`src/rtl/shifter_pkg.sv`:
```
// shifter_pkg: shared FSM state, mode and default width constants for the shift datapath
package shifter_pkg;
  typedef enum logic [1:0] {
    IDLE  = 2'd0,
    SHIFT = 2'd1,
    DONE  = 2'd2
  } state_e;
  localparam logic MODE_ROL = 1'b0;
  localparam logic MODE_SHL = 1'b1;
  localparam int DEF_WIDTH = 16;
  localparam int DEF_AMT_W = 4;
endpackage

```
`src/rtl/rotl1_step.sv`:
```
// rotl1_step: one-position rotate-left or logical shift-left with the MSB as carry-out
module rotl1_step
  import shifter_pkg::*;
#(
  parameter int WIDTH = DEF_WIDTH
) (
  input  logic [WIDTH-1:0] data_i,
  input  logic             mode_i,
  output logic [WIDTH-1:0] data_o,
  output logic             carry_o
);
  assign data_o  = {data_i[WIDTH-2:0], (mode_i == MODE_SHL) ? 1'b0 : data_i[WIDTH-1]};
  assign carry_o = data_i[WIDTH-1];
endmodule

```
`src/rtl/serial_rotate_left_16.sv`:
```
// serial_rotate_left_16: bit-serial ROL/SHL, one position per clock, valid/ready on both sides
module serial_rotate_left_16
  import shifter_pkg::*;
#(
  parameter int WIDTH = DEF_WIDTH,
  parameter int AMT_W = DEF_AMT_W
) (
  input  logic             clk,
  input  logic             rst_n,
  input  logic             in_valid,
  output logic             in_ready,
  input  logic [WIDTH-1:0] in_data,
  input  logic [AMT_W-1:0] in_amt,
  input  logic             in_mode,
  output logic             out_valid,
  input  logic             out_ready,
  output logic [WIDTH-1:0] out_data,
  output logic             out_carry
);
  state_e           state_q, state_d;
  logic [WIDTH-1:0] data_q, data_d, step_data;
  logic [AMT_W-1:0] cnt_q, cnt_d;
  logic             mode_q, mode_d, carry_q, carry_d, step_carry;

  rotl1_step #(.WIDTH(WIDTH)) u_step (
    .data_i (data_q),
    .mode_i (mode_q),
    .data_o (step_data),
    .carry_o(step_carry)
  );

  // next state: latch on accept, step while counting down, release on output handshake
  always_comb begin
    state_d = state_q;
    data_d  = data_q;
    cnt_d   = cnt_q;
    mode_d  = mode_q;
    carry_d = carry_q;
    if (state_q == IDLE && in_valid) begin
      data_d  = in_data;
      mode_d  = in_mode;
      cnt_d   = in_amt;
      carry_d = 1'b0;
      state_d = (in_amt == '0) ? DONE : SHIFT;
    end else if (state_q == SHIFT) begin
      data_d  = step_data;
      carry_d = step_carry;
      cnt_d   = cnt_q - 1'b1;
      state_d = (cnt_q == AMT_W'(1)) ? DONE : SHIFT;
    end else if (state_q == DONE && out_ready) begin
      state_d = IDLE;
    end
  end

  // state registers; reset drops any in-flight request
  always_ff @(posedge clk or negedge rst_n) begin
    if (!rst_n) begin
      state_q <= IDLE;
      data_q  <= '0;
      cnt_q   <= '0;
      mode_q  <= MODE_ROL;
      carry_q <= 1'b0;
    end else begin
      state_q <= state_d;
      data_q  <= data_d;
      cnt_q   <= cnt_d;
      mode_q  <= mode_d;
      carry_q <= carry_d;
    end
  end

  assign in_ready  = (state_q == IDLE);
  assign out_valid = (state_q == DONE);
  assign out_data  = data_q;
  assign out_carry = carry_q;
endmodule

```
`config.mk`:
```
export PLATFORM = sky130hd
export DESIGN_NAME = serial_rotate_left_16
export DESIGN_NICKNAME = d
export VERILOG_FILES = /design/src/rtl/shifter_pkg.sv /design/src/rtl/rotl1_step.sv /design/src/rtl/serial_rotate_left_16.sv
export SDC_FILE = /design/constraint.sdc
export NUM_CORES = 1
export LEC_CHECK = 0
export BUFFER_PORTS_ARGS = -buffer_cell sky130_fd_sc_hd__buf_2
export CAP_MARGIN = 30
export CORE_ASPECT_RATIO = 0.8
export CORE_MARGIN = 8
export CORE_UTILIZATION = 51
export CTS_CLUSTER_DIAMETER = 100
export DETAILED_ROUTE_END_ITERATION = 16
export PLACE_DENSITY = 0.94
export SLEW_MARGIN = 20
export SYNTH_ARGS = -nofsm -noshare
export SYNTH_HDL_FRONTEND = slang
export SYNTH_SLANG_ARGS = --single-unit
```
`constraint.sdc`:
```
create_clock -name clk -period 2.65 [get_ports clk]
set_input_delay 0.1325 -clock clk [delete_from_list [all_inputs] [get_ports clk]]
set_output_delay 0.1325 -clock clk [all_outputs]
set_load 0.02 [all_outputs]
```
; Word level (Yosys, flattened, before mapping)
; Cells that the tools add are included.
[word_totals]
reg_bits = 24
output_inout_bits = 19
[op_classes]
add_sub_neg = 1
n_eq_ne = 3
muxes = 12
reduce_logical = 6
[ops]
columns = operator, n
row1 = $mux 16, 2
row2 = $mux 2, 5
row3 = $mux 4, 2
row4 = $eq 4x1->1 const B, 1
row5 = $logic_not 4->1, 1
row6 = $sub 4x1->4 const B, 1
row7 = $mux 1, 3
row8 = $reduce_bool 3->1, 1
row9 = $eq 2x1->1 const B, 1
row10 = $eq 2x2->1 const B, 1
row11 = $logic_and 1x1->1, 2
row12 = $logic_not 2->1, 1
row13 = $reduce_bool 2->1, 1

; Longest topological paths before layout
; Gate-level depths: netlist of the first run.
[logic_depth]
word_depth = 5
ltp_mapped = 6
ltp_nobuf = 5

; By module
; From an unflattened synthesis of the first run, not the netlist that was laid out.
[unflattened]
cells_unflattened = 134
area_unflattened_um2 = 1310.0
[modules_own_cells]
columns = module, n_inst, cells_per_inst, area_each_um2
row1 = serial_rotate_left_16, 1, 117, 1176.1
row2 = rotl1_step, 1, 17, 133.9

; Worst setup path before layout of the first run
; No wires, ideal clock.
[synth_timing]
path_type = reg-to-reg
startpoint = register cnt_q[2]
endpoint = register cnt_q[3]
arrival_ns = 1.201
t_required_ns = 2.524
setup_slack_ns = 1.323
stages_incl_launch_ff = 4
n_path_buf = 0
period_less_slack_ns = 1.327
path_cell_list = dfrtp_1 or3_1 a21o_1 a221o_1
[synth_between]
elab_chain_cells = 3
[synth_rtl]
columns = element, line
row1 = start: declaration, serial_rotate_left_16.sv:22  ; logic [AMT_W-1:0] cnt_q, cnt_d;
row2 = start signal: assignment, serial_rotate_left_16.sv:66  ; cnt_q <= cnt_d;
row3 = $sub 4x1->4, serial_rotate_left_16.sv:48  ; cnt_d = cnt_q - 1'b1;
row4 = $mux 4, serial_rotate_left_16.sv:45  ; end else if (state_q == SHIFT) begin
row5 = $mux 4, serial_rotate_left_16.sv:39  ; if (state_q == IDLE && in_valid) begin
; Every way passes these cells. The select of a mux whose other input is x is not followed.
; A chain may end at the register's enable or synchronous reset.

; Final worst setup path of the first run
[layout_timing]
startpoint = register state_q[0]
endpoint = register carry_q (netlist: out_carry)
[layout_between]
elab_chain_cells = 3
[layout_rtl]
columns = element, line
row1 = start: declaration, serial_rotate_left_16.sv:20  ; state_e state_q, state_d;
row2 = start signal: assignment, serial_rotate_left_16.sv:64  ; state_q <= state_d;
row3 = $logic_not 2->1, serial_rotate_left_16.sv:39
row4 = $logic_and 1x1->1, serial_rotate_left_16.sv:39
row5 = $mux 1 or $reduce_bool 2->1 (tied branches), -
row6 = end signal: assignment, serial_rotate_left_16.sv:68  ; carry_q <= carry_d;
row7 = end: declaration, serial_rotate_left_16.sv:23  ; logic mode_q, mode_d, carry_q, carry_d, step_carry;
; Parallel ways exist; a longest one is shown, timed or not.

==> results.ini, run 1 <==
[clock_network]
htreeDepth=1
clockRootBuffer=clkbuf_4
path_clk_slew_ns=0.13
cts_tree=yes
numCtsBuffers=3
clockBufferDepth=2
cts.sink_count=24
ctsResizeCount=0
clkLatencyLatePin_ns=0.31

[detailed_routing]
dr.pass1.iters=4
avgViaCountPerCell=5.571
num_vias=1025
wl_per_cell_um=15.54
wl_mm=2.860
drtIter0Drc=46
drc=0
ant_nets=0

[timing]
hold_violations=0
layout_min_cycle_time_ns=1.633
setup_tns_ns=0
tightest_slew_ns=0.7586
whs_ns=0.01531
slew_headroom_pct=49.39
fmax_ghz=0.6123
skew_ns=0.003842
finalSetupViolCount=0
drv_slew=0
period_share_pct=61.63
rsz0062_at_grt=no

[worst_setup_path]
start_kind=flop
crit_slowest_cell=dfrtp_1
startpoint=state_q[0]
r2r-start=state_q[0]
crit_type=flop to flop
reg2reg_slack_ns=1.02
worstPathRequired_ns=2.89
arrival_ns=1.88
rr_worst_depth=4
cp-end-kind=flop
cp_slowest_stage_delay_ns=0.58
worstPathMaxFanout=11
r2r_end=out_carry
crit_family=simple AND/OR/NAND/NOR gates
crit_path_cell_trace=nor2b_1 -> buf_4 -> nand2_1 -> o21ai_0
path_buf_inv=1

[logic_synthesis]
ys_seq_area_share_pct=52.23
synth_seq_cells=24
synth_fp_nets=144
synthCells=117
synth.avg_cell_area_um2=9.828
yosysUniqueCellTypes=27
synth_warnings=0
synth_area_um2=1150

[cells_and_area]
area_delta_synth_final_pct=23.18
insertedDiodeCount=0
final_common_cell=buf_2
fill_cells=185
most-common-layout-cells=buf_2, nand2_1, dfrtp_1
final_nets=187
drive_gt1_share_pct=32.70
final_area_um2=1416

[power]
power_density_nw_per_um2=1231
p_int_mw=0.9856
power_frac_clock_pct=15.2
p_switching_mw=0.7584
ir_worst_vdd_uv=698.5
p_sw_share_pct=43.49
leakage_nw=0.7695
pwr-share-seq_pct=39.4
p_comb_share_pct=45.4

[grt]
grt_max_degree=25
grt_overflow=0
grt_pass1_wl_mm=4.692
track_usage_pct=13.70
grt_pass1_vias=1053
antenna_found_initial=0

[die]
die_height_um=58.47
placementRows=15
start_util_pct=53.74
ioPinCount=44
die_area_um2=4039
die_w_um=69.09
core_area_um2=2140

[min_path]
hp-start=in_data[0]
min_path_cells=3
hp-class=input port to flop
min_to=out_data[0]

[run_status]
status=complete, no violations

[placed_design]
place_area_um2=1354
place_congestion=0.8245
place.port_buffers=43
dpl.hpwl_mm=2.154

[flow_run]
max_cap_viol_count=0

## per-layer routing
metal | part of all wire [%] | track usage, %
met5 | 0 | 0
met1 | 47 | 16.43
met4 | 0.35 | 1.749
met2 | 45 | 23.23
met3 | 7.2 | 5.537
## repair_timing
action	in CTS	in global routing
hold endpoints to repair	24	0
buffers inserted	0	0
hold buffers	1	0
## how the worst max path moves through the flow
stage	end	slack, ns	cells past startpoint
finish	out_carry	1.02	4
global placement	out_data[3]	1.13	4
floorplan	cnt_q[3]	1.32	3
global route	out_carry	0.86	4
CTS	out_carry	1.03	4
detailed placement	out_carry	1.07	4
## power groups by stage
stage               Clock [mW]  Combinational (mW)  Sequential, mW
floorplan                    0               0.508           0.754
global placement             0               0.763           0.680
detailed placement           0               0.801           0.687
CTS                      0.274               0.801           0.684
global route             0.285               0.874           0.710
finish                   0.264               0.792           0.687
## synth_stat cells (all sizes together)
library cell / n / area share [%]
nor4bb: 1 / 0.87
inv: 3 / 0.98
nor4: 1 / 0.54
mux2: 1 / 0.98
o21ai: 4 / 1.7
a21oi: 1 / 0.43
a21o: 1 / 0.65
nand3b: 1 / 0.65
nor3b: 2 / 2.3
ha: 2 / 2.2
xor2: 1 / 0.76
or3: 1 / 0.54
nand2b: 1 / 0.54
nor2b: 2 / 1.1
dfrtp: 24 / 52
a221o: 3 / 2.6
nand2: 35 / 11
nor2: 4 / 1.3
nor3: 1 / 0.43
o21a: 1 / 0.65
a22oi: 15 / 9.8
buf: 8 / 5.0
nand3: 3 / 1.3
o21bai: 1 / 0.98
## per-stage QoR
stage          utilization [%]  std cells  setup WS (ns)  power, mW
2_1_floorplan                -        117          1.323      1.262
3_3_place_gp             63.27        179          1.131      1.443
3_5_place_dp             63.27        179          1.065      1.488
4_1_cts                  66.20        184          1.033      1.758
5_1_grt                  66.20        184         0.8645      1.870
6_report                 66.20        184          1.017      1.744
## logic make-up (layout without fill, tap and decap cells)
family,after synthesis,after routing,synth area share (%)
flops,24,24,52.23
fa+ha+maj,2,2,2.176
xor+xnor,1,1,0.7618
buf+inv,11,53,5.984
mux,1,1,0.9793
compound gates,26,26,16.87
simple gates,52,52,21.00
## registers in the layout, summed over array words and instances, names as in the netlist
register and flops:
out_data 16, state_q 2, out_carry 1, cnt_q 4, mode_q 1
## tightest hold or removal path, delay by kind of cell
kind,cells,cell delay [ns]
AOI/OAI and AO/OA,1,0.06
and+or+nand+nor,1,0.04
buffers and inverters,1,0.08
## layout make-up
class	count	area (um2)	share of cell area [%]
Tap cell	25	31.28	2.208
Inverter	3	11.26	0.7951
Sequential cell	24	600.6	42.40
Multi-Input combinational cell	82	480.5	33.92
Clock inverter	1	30.03	2.120
Timing Repair Buffer	46	240.2	16.96
Clock buffer	3	22.52	1.590
No activity file was read; power rests on OpenSTA's default activity.
==> run 2, diff against run 1 <==
CORE_UTILIZATION = 43   (was 51)
PLACE_DENSITY = 0.85   (was 0.94)
clock period = 1.5 ns   (was 2.65 ns; I/O delays follow)
==> results.ini, run 2 (synthesis results as in run 1) <==
[die]
die_w_um=73.82  ; +6.8%
placementRows=16  ; +1
start_util_pct=45.95  ; -7.8 points
core_area_um2=2502  ; +17%
die_area_um2=4595  ; +14%
ioPinCount=44  ; unchanged
die_height_um=62.25  ; +6.5%

[clock_network]
numCtsBuffers=3  ; unchanged
ctsResizeCount=0  ; unchanged
postCtsSetupRepairBufs=0  ; unchanged
path_clk_slew_ns=0.13  ; about the same
clockRootBuffer=clkbuf_4
htreeDepth=1  ; unchanged
cts_tree=yes
clockBufferDepth=2  ; unchanged
cts.sink_count=24  ; unchanged
clkLatencyLatePin_ns=0.32  ; about the same

[cells_and_area]
area_delta_synth_final_pct=43.09
most-common-layout-cells=buf_2, nand2_1, dfrtp_1
final_common_cell=buf_2
fin_util_pct=65.75  ; -0.45 points
stdcell_count=217  ; +18%
drive_gt1_share_pct=29.83  ; -2.9 points
final_nets=209  ; +12%
final_area_um2=1645  ; +16%
insertedDiodeCount=0  ; unchanged
largest_register_ffs=16  ; unchanged

[worst_setup_path]
arrival_ns=1.62  ; -0.26 ns
crit_slowest_cell=dfrtp_1
cp_slowest_stage_delay_ns=0.52  ; -0.06 ns
crit_type=flop to flop
start_kind=flop
worstPathMaxFanout=10  ; -1
worstPathRequired_ns=1.72  ; -1.17 ns
crit_path_cell_trace=o21bai_2 -> a21o_1 -> a221o_1
cp-end-kind=flop

[detailed_routing]
drtIter0Drc=72  ; +57%
drc=0  ; unchanged
dr.pass1.iters=5  ; +1
avgViaCountPerCell=5.171  ; -7.2%
num_vias=1122  ; +9.5%
ant_nets=0  ; unchanged
wl_mm=3.237  ; +13%
wl_per_cell_um=14.92  ; -4.0%

[grt]
antenna_found_initial=0  ; unchanged
grt_pass1_vias=1122  ; +6.6%
track_usage_pct=14.60  ; +0.89 points
grt_overflow=0  ; unchanged
grt_max_degree=25  ; unchanged
grt_pass1_wl_mm=5.326  ; +14%

[timing]
tightest_slew_ns=0.5199  ; -0.2387 ns
slew_headroom_pct=65.34  ; +16 points
fmax_ghz=0.7140  ; +17%
layout_min_cycle_time_ns=1.400  ; -0.2327 ns
rsz0062_at_grt=no
skew_ns=0.003512  ; -0.0003304 ns
setup_slack_ns=0.09953  ; -0.9173 ns
drv_slew=0  ; unchanged
finalSetupViolCount=0  ; unchanged
setup_tns_ns=0  ; unchanged
hold_violations=0  ; unchanged
whs_ns=0.02258  ; +0.007271 ns
period_share_pct=93.36  ; +32 points

[placed_design]
place_congestion=0.9024  ; +9.4%
dpl.hpwl_mm=2.309  ; +7.2%
dpl.cell_count=192  ; +7.3%
preCtsSetupSlack_ns=0.1256  ; -0.9394 ns
place.port_buffers=43  ; unchanged
place_area_um2=1383  ; +2.1%

[run_status]
status=complete, no violations

[power]
ir_worst_vdd_uv=1131  ; +62%
power_mw=3.175  ; +82%
leakage_nw=0.8632  ; +12%
power_density_nw_per_um2=1930  ; +57%

[min_path]
hp-class=input port to flop

[flow_run]
max_cap_viol_count=0  ; unchanged

## run 2: cell count changes in the layout (fill, tap and decap cells not counted), sizes merged
cell         delta
dlygate4sd3    +20
buf             +2
## run 2: power by group
part	total [mW]	internal (mW)	switching [mW]	leakage [nW]
combinational	1.48	0.597	0.880	0.529
sequential	1.23	0.932	0.297	0.306
clock	0.469	0.270	0.199	0.0279
## run 2: cell type report
cell class | instances | area, um2
flip-flops and latches | 24 | 600.6
inverters | 3 | 11.26
clock inverters | 1 | 30.03
clock buffers | 3 | 22.52
repair buffers | 68 | 455.4
multi-input cells | 82 | 480.5
well taps | 36 | 45.04
fillers | 208 | 857.1
## run 2: per-layer routing
layer	routed length, um	vias up	track usage [%]
li1	-	533	-
met1	1373	533	18.48
met2	1530	52	22.98
met3	298	4	4.006
met4	34	0	4.975
met5	0	-	0
## run 2: worst max-delay path, delay by kind of cell (launching register included)
family | cells | cell delay, ns
DFF | 1 | 0.52
AOI/OAI and AO/OA | 3 | 0.79
## run 2: what timing repair did
action                     CTS  global route
hold endpoints to repair    43             1
hold buffers                20             1
setup endpoints to repair    0             0
## run 2: worst paths after layout
path                               from      endpoint  slack (ns)  depth (start not counted)
setup / recovery             state_q[1]      cnt_q[3]         0.1                          3
setup reg to reg             state_q[1]      cnt_q[3]         0.1                          3
min in group asynchronous         rst_n    state_q[0]        0.23                          2
max in group asynchronous         rst_n   out_data[7]        0.91                          2
hold / removal                in_amt[1]      cnt_q[1]        0.02                          2
hold reg to reg            out_data[13]  out_data[13]        0.51                          2
